### config.mk
export PLATFORM = sky130hd
export DESIGN_NAME = m_ttime_ctrl_flat
export DESIGN_NICKNAME = d
export VERILOG_FILES = /design/src/rtl/m_ttime_pkg.sv /design/src/rtl/m_ttime_ctrl_if.sv /design/src/rtl/m_ttime_wdog.sv /design/src/rtl/m_ttime_ctrl.sv /design/src/flat_wrapper.sv
export SDC_FILE = /design/constraint.sdc
export NUM_CORES = 1
export LEC_CHECK = 0
export CAP_MARGIN = 15
export CORE_ASPECT_RATIO = 0.6
export CORE_MARGIN = 4
export CORE_UTILIZATION = 45
export CTS_CLUSTER_SIZE = 12
export DETAILED_ROUTE_END_ITERATION = 8
export GPL_ROUTABILITY_DRIVEN = 1
export GPL_TIMING_DRIVEN = 0
export PLACE_DENSITY = 0.74
export RECOVER_POWER = 100
export SYNTH_ARGS = -nofsm -noshare
export SYNTH_HDL_FRONTEND = slang
export SYNTH_SLANG_ARGS = --single-unit
### constraint.sdc
create_clock -name clk -period 3.37 [get_ports clk]
set_input_delay 0.337 -clock clk [delete_from_list [all_inputs] [get_ports clk]]
set_output_delay 0.337 -clock clk [all_outputs]
set_load 0.01 [all_outputs]
### src/rtl/m_ttime_pkg.sv
// Shared types and default constants for the ttime cycle-counter sequencer.
package m_ttime_pkg;

    localparam int unsigned PEND_W       = 8;
    localparam int unsigned WDOG_LIMIT   = 63;
    localparam int unsigned START_CYCLES = 64;
    localparam int unsigned ICNT_W       = 6;

    typedef enum logic [1:0] {
        StIdle,
        StAddLo,
        StAddHi,
        StCsr
    } state_e;

endpackage

### src/rtl/m_ttime_ctrl_if.sv
// CSR access port for the ttime counter: request pulses in, data and ack pulse out.
interface m_ttime_ctrl_if;

    logic        csr_rd;
    logic        csr_wr;
    logic        csr_hi;
    logic [31:0] csr_wdata;
    logic [31:0] csr_rdata;
    logic        csr_ack;

    modport master (
        output csr_rd,
        output csr_wr,
        output csr_hi,
        output csr_wdata,
        input  csr_rdata,
        input  csr_ack
    );

    modport slave (
        input  csr_rd,
        input  csr_wr,
        input  csr_hi,
        input  csr_wdata,
        output csr_rdata,
        output csr_ack
    );

endinterface

### src/rtl/m_ttime_wdog.sv
// Core start-up qualifier (start held for START_CYCLES) and hung-instruction watchdog.
module m_ttime_wdog #(
    parameter int unsigned START_CYCLES = m_ttime_pkg::START_CYCLES,
    parameter int unsigned WDOG_LIMIT   = m_ttime_pkg::WDOG_LIMIT
) (
    input  logic clk,
    input  logic rst_n,
    input  logic start,
    input  logic instr_done,
    output logic corerunning,
    output logic buserror
);

    localparam int unsigned StartW = $clog2(START_CYCLES + 1);
    localparam int unsigned WdogW  = $clog2(WDOG_LIMIT + 1);
    localparam logic [StartW-1:0] StartLast = StartW'(START_CYCLES - 1);
    localparam logic [WdogW-1:0]  WdogLast  = WdogW'(WDOG_LIMIT - 1);

    logic [StartW-1:0] startcnt_q;
    logic [WdogW-1:0]  wdog_q;
    logic              running_q;
    logic              buserror_q;

    always_ff @(posedge clk or negedge rst_n) begin
        if (!rst_n) begin
            startcnt_q <= '0;
            wdog_q     <= '0;
            running_q  <= 1'b0;
            buserror_q <= 1'b0;
        end else begin
            buserror_q <= 1'b0;
            // Saturate so a long-held start cannot wrap the count.
            if (!start) begin
                startcnt_q <= '0;
            end else if (startcnt_q != StartLast) begin
                startcnt_q <= startcnt_q + StartW'(1);
            end
            if (start && startcnt_q == StartLast) begin
                running_q <= 1'b1;
            end
            if (running_q) begin
                if (instr_done) begin
                    wdog_q <= '0;
                end else if (wdog_q == WdogLast) begin
                    wdog_q     <= '0;
                    buserror_q <= 1'b1;
                end else begin
                    wdog_q <= wdog_q + WdogW'(1);
                end
            end
        end
    end

    assign corerunning = running_q;
    assign buserror    = buserror_q;

endmodule

### src/rtl/m_ttime_ctrl.sv
// 64-bit ttime sequencer: drains pending cycle counts through one shared 32-bit adder and
// arbitrates CSR access. Define TTIME_SHADOW_EN for atomic lo/hi read pairs via a shadow.
module m_ttime_ctrl #(
    parameter int unsigned PEND_W       = m_ttime_pkg::PEND_W,
    parameter int unsigned WDOG_LIMIT   = m_ttime_pkg::WDOG_LIMIT,
    parameter int unsigned START_CYCLES = m_ttime_pkg::START_CYCLES
) (
    input  logic                            clk,
    input  logic                            rst_n,
    input  logic                            start,
    input  logic                            instr_done,
    input  logic [m_ttime_pkg::ICNT_W-1:0]  icnt,
    m_ttime_ctrl_if.slave                   csr,
    output logic                            corerunning,
    output logic                            buserror
);

    import m_ttime_pkg::*;

    state_e             state_q;
    logic [PEND_W-1:0]  pend_q;
    logic [PEND_W-1:0]  snap_q;
    logic [31:0]        lo_q;
    logic [31:0]        hi_q;
    logic               req_q;
    logic               req_wr_q;
    logic               req_hi_q;
    logic [31:0]        wdata_q;
    logic [31:0]        rdata_q;
    logic               ack_q;
`ifdef TTIME_SHADOW_EN
    logic [31:0]        shadow_q;
`endif

    logic               done_acc;
    logic               new_req;
    logic [PEND_W-1:0]  inc;
    logic [31:0]        add_a;
    logic [31:0]        add_b;
    logic [32:0]        add_sum;

    m_ttime_wdog #(
        .START_CYCLES (START_CYCLES),
        .WDOG_LIMIT   (WDOG_LIMIT)
    ) u_wdog (
        .clk         (clk),
        .rst_n       (rst_n),
        .start       (start),
        .instr_done  (done_acc),
        .corerunning (corerunning),
        .buserror    (buserror)
    );

    assign done_acc = instr_done & corerunning;
    assign new_req  = corerunning & (csr.csr_rd | csr.csr_wr) & ~req_q;
    assign inc      = done_acc ? {{(PEND_W - ICNT_W){1'b0}}, icnt} : '0;

    // One adder serves both halves: snap into lo, then the carry into hi.
    always_comb begin
        add_a = lo_q;
        add_b = {{(32 - PEND_W){1'b0}}, snap_q};
        if (state_q == StAddHi) begin
            add_a = hi_q;
            add_b = 32'd1;
        end
    end

    assign add_sum = {1'b0, add_a} + {1'b0, add_b};

    always_ff @(posedge clk or negedge rst_n) begin
        if (!rst_n) begin
            state_q  <= StIdle;
            pend_q   <= '0;
            snap_q   <= '0;
            lo_q     <= '0;
            hi_q     <= '0;
            req_q    <= 1'b0;
            req_wr_q <= 1'b0;
            req_hi_q <= 1'b0;
            wdata_q  <= '0;
            rdata_q  <= '0;
            ack_q    <= 1'b0;
`ifdef TTIME_SHADOW_EN
            shadow_q <= '0;
`endif
        end else begin
            ack_q  <= 1'b0;
            pend_q <= pend_q + inc;
            if (new_req) begin
                req_q    <= 1'b1;
                req_wr_q <= csr.csr_wr;
                req_hi_q <= csr.csr_hi;
                wdata_q  <= csr.csr_wdata;
            end
            case (state_q)
                StIdle: begin
                    // Access only once drained so reads see every retirement and
                    // writes are never overtaken by a stale add.
                    if (req_q && pend_q == '0) begin
                        state_q <= StCsr;
                    end else if (pend_q != '0) begin
                        snap_q  <= pend_q;
                        pend_q  <= inc;
                        state_q <= StAddLo;
                    end
                end
                StAddLo: begin
                    lo_q    <= add_sum[31:0];
                    state_q <= add_sum[32] ? StAddHi : StIdle;
                end
                StAddHi: begin
                    hi_q    <= add_sum[31:0];
                    state_q <= StIdle;
                end
                StCsr: begin
                    state_q <= StIdle;
                    ack_q   <= 1'b1;
                    req_q   <= 1'b0;
                    if (req_wr_q) begin
                        if (req_hi_q) begin
                            hi_q <= wdata_q;
                        end else begin
                            lo_q <= wdata_q;
                        end
                    end else if (!req_hi_q) begin
                        rdata_q  <= lo_q;
`ifdef TTIME_SHADOW_EN
                        shadow_q <= hi_q;
`endif
                    end else begin
`ifdef TTIME_SHADOW_EN
                        rdata_q <= shadow_q;
`else
                        rdata_q <= hi_q;
`endif
                    end
                end
                default: state_q <= StIdle;
            endcase
        end
    end

    assign csr.csr_rdata = rdata_q;
    assign csr.csr_ack   = ack_q;

endmodule

### src/flat_wrapper.sv
// flat-port wrapper written by rule: the top's interface ports become plain ports
module m_ttime_ctrl_flat import m_ttime_pkg::*;
#(
    parameter int unsigned PEND_W       = m_ttime_pkg::PEND_W,
    parameter int unsigned WDOG_LIMIT   = m_ttime_pkg::WDOG_LIMIT,
    parameter int unsigned START_CYCLES = m_ttime_pkg::START_CYCLES
)
  (clk, rst_n, start, instr_done, icnt, corerunning, buserror, csr_csr_rd, csr_csr_wr, csr_csr_hi, csr_csr_wdata, csr_csr_rdata, csr_csr_ack);
  m_ttime_ctrl_if csr_i ();
  input  logic clk;
  input  logic rst_n;
  input  logic start;
  input  logic instr_done;
  input  logic [m_ttime_pkg::ICNT_W-1:0] icnt;
  output logic corerunning;
  output logic buserror;
  input wire logic [$bits(csr_i.csr_rd)-1:0] csr_csr_rd;
  input wire logic [$bits(csr_i.csr_wr)-1:0] csr_csr_wr;
  input wire logic [$bits(csr_i.csr_hi)-1:0] csr_csr_hi;
  input wire logic [$bits(csr_i.csr_wdata)-1:0] csr_csr_wdata;
  output wire logic [$bits(csr_i.csr_rdata)-1:0] csr_csr_rdata;
  output wire logic [$bits(csr_i.csr_ack)-1:0] csr_csr_ack;
  assign csr_i.csr_rd = csr_csr_rd;
  assign csr_i.csr_wr = csr_csr_wr;
  assign csr_i.csr_hi = csr_csr_hi;
  assign csr_i.csr_wdata = csr_csr_wdata;
  assign csr_csr_rdata = csr_i.csr_rdata;
  assign csr_csr_ack = csr_i.csr_ack;
  m_ttime_ctrl #(.PEND_W(PEND_W), .WDOG_LIMIT(WDOG_LIMIT), .START_CYCLES(START_CYCLES)) u_core (.clk(clk), .rst_n(rst_n), .start(start), .instr_done(instr_done), .icnt(icnt), .csr(csr_i), .corerunning(corerunning), .buserror(buserror));
endmodule
==> results of run 1 <==
==> repair_timing <==
item	4_1_cts	5_1_grt
resized for setup	21	11
pin swaps	5	6
cloned	1	0
hold buffers	1	0
setup endpoints to repair	57	30
setup buffers	8	7
endpoints found under the hold margin	81	0
==> critical path, stage by stage, from the launching register on <==
cell and delay, ns:
dfrtp_1 0.43, nand2b_1 0.20, buf_12 0.19, buf_4 0.18, and2_1 0.19, ha_4 0.27
a21o_1 0.19, a31oi_1 0.30, a211o_4 0.27, clkbuf_1 0.16, a211oi_4 0.08, buf_4 0.21
clkbuf_4 0.14, o21a_1 0.17, o22a_1 0.19
==> through the flow <==
stage	TNS (ns)	worst slack [ns]	cells	instance area, µm²
floorplan	-0.006787	-0.006787	958	9200
global placement	-813.99	-4.777	1310	10330
detailed placement	-27.77	-0.8379	1311	10360
CTS	0	0.005792	1351	11160
global route	0	0.01106	1357	11180
finish	0	0.07785	1357	11180
==> cells in the final DEF, fill, tap and decap left out, drive strengths merged, types with 6 or more instances in the layout <==
cell type / n
a211oi: 12
a21o: 6
a21oi: 43
a31oi: 16
and2: 16
and3: 27
and4: 6
buf: 21
clkbuf: 67
clkdlybuf4s50: 43
dfrtp: 165
dlygate4sd3: 36
ha: 17
inv: 31
mux2: 46
mux2i: 58
nand2: 140
nand3: 20
nand4: 9
nor2: 54
nor3: 27
nor4: 6
o21ai: 79
o22ai: 21
o31ai: 11
xnor2: 9
==> report_power, final <==
group	leakage [nW]	internal, W	total [W]	switching [W]
logic	2.31	0.0000523	0.000104	0.0000520
registers	2.27	0.00198	0.00199	0.00000255
clock network	0.300	0.00122	0.00208	0.000860
total	4.87	0.00326	0.00417	0.000915
==> state kept, by name (all words and copies together), names as in the netlist, 2 cells and up <==
| register | count |
|---|---|
| u_core.csr.csr_rdata | 32 |
| u_core.hi_q | 32 |
| u_core.lo_q | 32 |
| u_core.pend_q | 8 |
| u_core.snap_q | 8 |
| u_core.state_q | 2 |
| u_core.u_wdog.startcnt_q | 7 |
| u_core.u_wdog.wdog_q | 6 |
| u_core.wdata_q | 32 |
==> metal layers <==
metal	wire, µm	GRT usage [%]	part of all wire, %	vias to the layer above
met5	0	0	0	-
met3	4110	8.560	14	42
met1	13530	41.91	47	3920
met4	432	6.100	1.5	0
met2	10910	32.36	38	469
li1	-	-	-	3724
==> cell families after synthesis <==
family,Yosys count
buffers and inverters,82
and+or+nand+nor,330
adders and majority gates,19
muxes,104
DFF,165
AOI/OAI and AO/OA,244
xor gates and xnor gates,14
==> layout make-up <==
type	instances	area share, %
Sequential cell	165	36.93
Clock buffer	20	4.085
Buffer	51	2.227
Multi-Input combinational cell	711	42.69
Timing Repair Buffer	97	8.594
Clock inverter	12	1.477
Tap cell	273	3.055
Inverter	28	0.9400
==> worst max path at each step <==
stage	endpoint	slack [ns]	startpoint	cells past startpoint
floorplan	u_core.hi_q[29]	-0.007	u_core.state_q[0]	14
global placement	u_core.wdata_q[22]	-4.78	rst_n	1
detailed placement	u_core.hi_q[29]	-0.84	u_core.state_q[0]	12
CTS	u_core.hi_q[29]	0.006	u_core.state_q[0]	13
global route	u_core.lo_q[16]	0.01	u_core.state_q[0]	14
finish	u_core.hi_q[15]	0.08	u_core.state_q[0]	14
==> results.json, run 1 <==
{
  "critPathKind": "reg -> reg",
  "peakVddDrop_mv": 0.3259,
  "core_area_um2": 20020,
  "run_status": "finished, violations left",
  "hold_ws_ns": 0.4727,
  "synth_ff_type": "dfrtp_1",
  "num_vias": 8155,
  "remaining_drc_errors": 0,
  "period_needed_ns": 3.292,
  "utilization_pct": 55.85,
  "hold_start": "u_core.csr.csr_rdata[3]",
  "syn_avg_cell_area_um2": 9.572,
  "r2r-start": "u_core.state_q[0]",
  "yosys_warnings": 0,
  "power-per-cell-area_nw_per_um2": 373.0,
  "dr.pass1.iters": 5,
  "path_clk_slew_ns": 0.07,
  "holdPathStages": 2,
  "cts_root_buf": "clkbuf_16",
  "grt_overflow": 0,
  "viasPerCell": 6.010,
  "synthMuxAreaShare_pct": 12.18,
  "relSlewSlack_pct": -39.92,
  "regArea_um2": 4129,
  "total_power_w": 0.004170,
  "netlist.area_leader.share_pct": 45.03,
  "insertion_delay_ns": 0.44,
  "gp_congestion": 1.037,
  "cts_tree": "yes",
  "diodes": 0,
  "fin_skew_ns": 0.01287,
  "maxCapViolations": 1,
  "reg2regPathDepth": 14,
  "rsz0062_at_grt": "false",
  "synth_area_leaders": "dfrtp_1 (45%), mux2i_1 (5.8%), nand2_1 (5.7%), mux2_2 (5.6%), o21ai_0 (4.3%)",
  "nFillCells": 1803,
  "cts_buffer_depth": 2,
  "start_util_pct": 45.81,
  "ant_nets": 0,
  "fmax_mhz": 303.8,
  "syn_to_final_growth_pct": 21.93,
  "setup_violations": 0,
  "cp_data_required_time_ns": 3.69,
  "cp-end-kind": "flip-flop",
  "dpl.hpwl_um": 20900,
  "die_height_um": 118.6,
  "antenna_found_initial": 1,
  "grt_pass1_wl_um": 45040,
  "dr.first_iter.drc_count": 963,
  "htree_levels": 4,
  "tightest_slew_ns": 2.099,
  "violations": "max-capacitance violations, max-slew violations",
  "routed_wl_um": 28980,
  "r2r_end": "u_core.hi_q[15]",
  "synth_most_common_cell": "dfrtp_1",
  "ys_types": 74,
  "cp-start-kind": "flip-flop",
  "synth_nets": 1022,
  "r2r_slack_ns": 0.08,
  "synth_edf_count": 0,
  "syn-instance-count": 958,
  "numPortBuffers": 79,
  "cts_made_buffers": 17,
  "synth_top_family_by_area": "compound AO/OA/AOI/OAI gates",
  "core.rowCount": 40,
  "nets": 1135,
  "syn-cell-area_um2": 9170,
  "p_leak_nw": 4.874,
  "hold_viol_final": 0,
  "io_pins": 80,
  "grt_max_degree": 85,
  "hold_end": "u_core.csr.csr_rdata[3]",
  "drive_gt1_share_pct": 12.18,
  "ys_seq_area_share_pct": 45.03,
  "crit_fanout": 20,
  "ys_seq_elements": 165,
  "hold_class": "reg -> reg",
  "grt_pass1_vias": 7443,
  "grt_usage_pct": 25.84,
  "fin_crit_sh_pct": 97.69,
  "synthTopCellsByCount": "dfrtp_1 (165), nand2_1 (139), o21ai_0 (78), nor2_1 (54), mux2i_1 (53)",
  "synthArstFlopShare_pct": 100.0,
  "wire_per_inst_um": 21.35,
  "synth_compound_area_share_pct": 17.74,
  "cts_sinks": 165,
  "final-max-slew-violation-count": 82,
  "synth-simple-area-share_pct": 17.41,
  "multiInputGateArea_um2": 4773,
  "die_w_um": 192.3,
  "synth_adder_area_share_pct": 2.756,
  "arrival_ns": 3.62,
  "die_area_um2": 22800,
  "yosysTopAreaCell": "dfrtp_1",
  "synth_xor_area_share_pct": 1.337
}
Power figures use the tool's default switching activity.
==> run 2: changes to the inputs <==
--- a/config.mk
+++ b/config.mk
@@ -7,7 +7,7 @@
 export LEC_CHECK = 0
 export CAP_MARGIN = 15
 export CORE_ASPECT_RATIO = 0.6
-export CORE_MARGIN = 4
+export CORE_MARGIN = 5
 export CORE_UTILIZATION = 45
 export CTS_CLUSTER_SIZE = 12
 export DETAILED_ROUTE_END_ITERATION = 8
==> results.json, run 2 (synthesis gave the netlist of run 1 again) <==
{
  "p_clk_share_pct": 48.4,
  "syn_to_final_growth_pct": 23.15,
  "p_sw_w": 0.0009050,
  "ant_nets": 0,
  "cts_tree": "yes",
  "grt_pass1_vias": 7827,
  "post-place-ws_ns": -0.6551,
  "hold_class": "reg -> reg",
  "power_frac_seq_pct": 49.0,
  "critPathKind": "reg -> reg",
  "r2r_end": "u_core.hi_q[13]",
  "fin_skew_ns": 0.01228,
  "grt_pass1_wl_um": 45770,
  "dr.first_iter.drc_count": 1114,
  "num_vias": 8336,
  "final_cell_mix": "dfrtp_1 (165), nand2_1 (139), o21ai_0 (78)",
  "crit_fanout": 15,
  "dpl.hpwl_um": 21330,
  "antenna_found_initial": 0,
  "arrival_ns": 3.63,
  "nets": 1143,
  "utilization_pct": 56.41,
  "start_util_pct": 45.81,
  "peakVddDrop_mv": 0.3529,
  "maxCapViolations": 1,
  "routed_wl_um": 30060,
  "grt_overflow": 0,
  "grt_max_degree": 120,
  "drive_gt1_share_pct": 13.46,
  "sw_frac_of_total_pct": 22.35,
  "reg2regPathDepth": 12,
  "cp_data_required_time_ns": 3.70,
  "r2r_slack_ns": 0.07,
  "cts_buffer_depth": 2,
  "cp-start-kind": "flip-flop",
  "nFillCells": 1759,
  "htree_levels": 4,
  "p_leak_nw": 4.905,
  "final-max-slew-violation-count": 47,
  "gp_congestion": 1.001,
  "path_clk_slew_ns": 0.06,
  "io_pins": 80,
  "setup_violations": 0,
  "tightest_slew_ns": 2.237,
  "cts_made_buffers": 17,
  "hold_viol_final": 0,
  "wire_per_inst_um": 21.99,
  "viasPerCell": 6.098,
  "combPwrFrac_pct": 2.6,
  "core.rowCount": 40,
  "cts_sinks": 165,
  "die_area_um2": 23430,
  "remaining_drc_errors": 0,
  "grt_usage_pct": 25.38,
  "r2r-start": "u_core.state_q[0]",
  "fmax_mhz": 302.9,
  "hold_ws_ns": 0.4752,
  "numPortBuffers": 79,
  "cp-endpoint": "u_core.hi_q[13]",
  "fin_crit_sh_pct": 97.97,
  "power-per-cell-area_nw_per_um2": 358.6,
  "cts_root_buf": "clkbuf_16",
  "cp-end-kind": "flip-flop",
  "relSlewSlack_pct": -49.16,
  "critPathLaunch": "u_core.state_q[0]",
  "final_common_cell": "dfrtp_1",
  "insertion_delay_ns": 0.45,
  "dr.pass1.iters": 8,
  "die_w_um": 194.3,
  "core_area_um2": 20020,
  "p_int_w": 0.003145,
  "violations": "max-capacitance violations, max-slew violations",
  "die_height_um": 120.6,
  "period_needed_ns": 3.302,
  "run_status": "finished, violations left",
  "fin_ws_ns": 0.06843
}
-- run 2: worst min-delay path by stage --
stage / to / start / slack [ns] / depth (start not counted)
floorplan: u_core.csr.csr_ack / rst_n / 0.04 / 0
global placement: u_core.csr.csr_rdata[24] / u_core.csr.csr_rdata[24] / 0.46 / 2
detailed placement: u_core.csr.csr_rdata[3] / rst_n / 0.26 / 1
CTS: u_core.hi_q[4] / rst_n / 0.41 / 2
global route: u_core.csr.csr_rdata[29] / u_core.csr.csr_rdata[29] / 0.49 / 2
finish: u_core.csr.csr_rdata[5] / u_core.csr.csr_rdata[5] / 0.48 / 2
-- run 2: through the flow --
step           setup TNS (ns)  total power, W  cells  cell area [µm²]
2_1_floorplan       -0.006787        0.002030    958             9200
3_3_place_gp          -827.70        0.002127   1310            10330
3_5_place_dp           -23.11        0.002132   1311            10360
4_1_cts                     0        0.004064   1352            11090
5_1_grt              -0.07073        0.004163   1365            11290
6_report                    0        0.004050   1367            11290
-- run 2: power groups by stage --
stage                     sequential [W]  clock (W)  combinational [W]
after floorplan                  0.00202          0         0.00000711
after global placement           0.00202          0           0.000103
after detailed placement         0.00202          0           0.000109
after CTS                        0.00199    0.00197           0.000110
after global routing             0.00198    0.00206           0.000118
final                            0.00199    0.00196           0.000105
-- run 2: worst max-delay path, stage by stage, from the launching register on --
cell	delay, ns
dfrtp_1	0.41
nand2b_1	0.17
buf_6	0.14
buf_12	0.15
clkbuf_8	0.16
and2_1	0.20
ha_1	0.29
a21o_1	0.14
nand4_1	0.13
a211o_4	0.45
a211oi_1	0.54
a31oi_1	0.16
o22a_1	0.23
-- run 2: layer usage --
metal	track usage, %	up-vias	routed length (µm)
li1	-	3741	-
met1	37.99	3993	13410
met2	32.81	517	11440
met3	10.72	83	4463
met4	6.936	2	645
met5	3.486	-	103
-- run 2: timing repair --
item,CTS,global route
setup buffers,10,11
endpoints found under the hold margin,46,0
hold buffers,1,0
setup endpoints to repair,57,50
cloned,0,2
pin swaps,4,12
gates resized for setup,18,18
-- run 2: layout make-up --
type | count | area (µm²) | area share [%]
Multi-Input combinational cell | 711 | 4838 | 42.84
Sequential cell | 165 | 4129 | 36.56
Timing Repair Buffer | 104 | 1032 | 9.140
Clock buffer | 20 | 446.7 | 3.955
Tap cell | 273 | 341.6 | 3.025
Buffer | 52 | 266.5 | 2.360
Clock inverter | 12 | 128.9 | 1.141
Inverter | 28 | 105.1 | 0.9306
Antenna cell | 2 | 5.005 | 0.04432
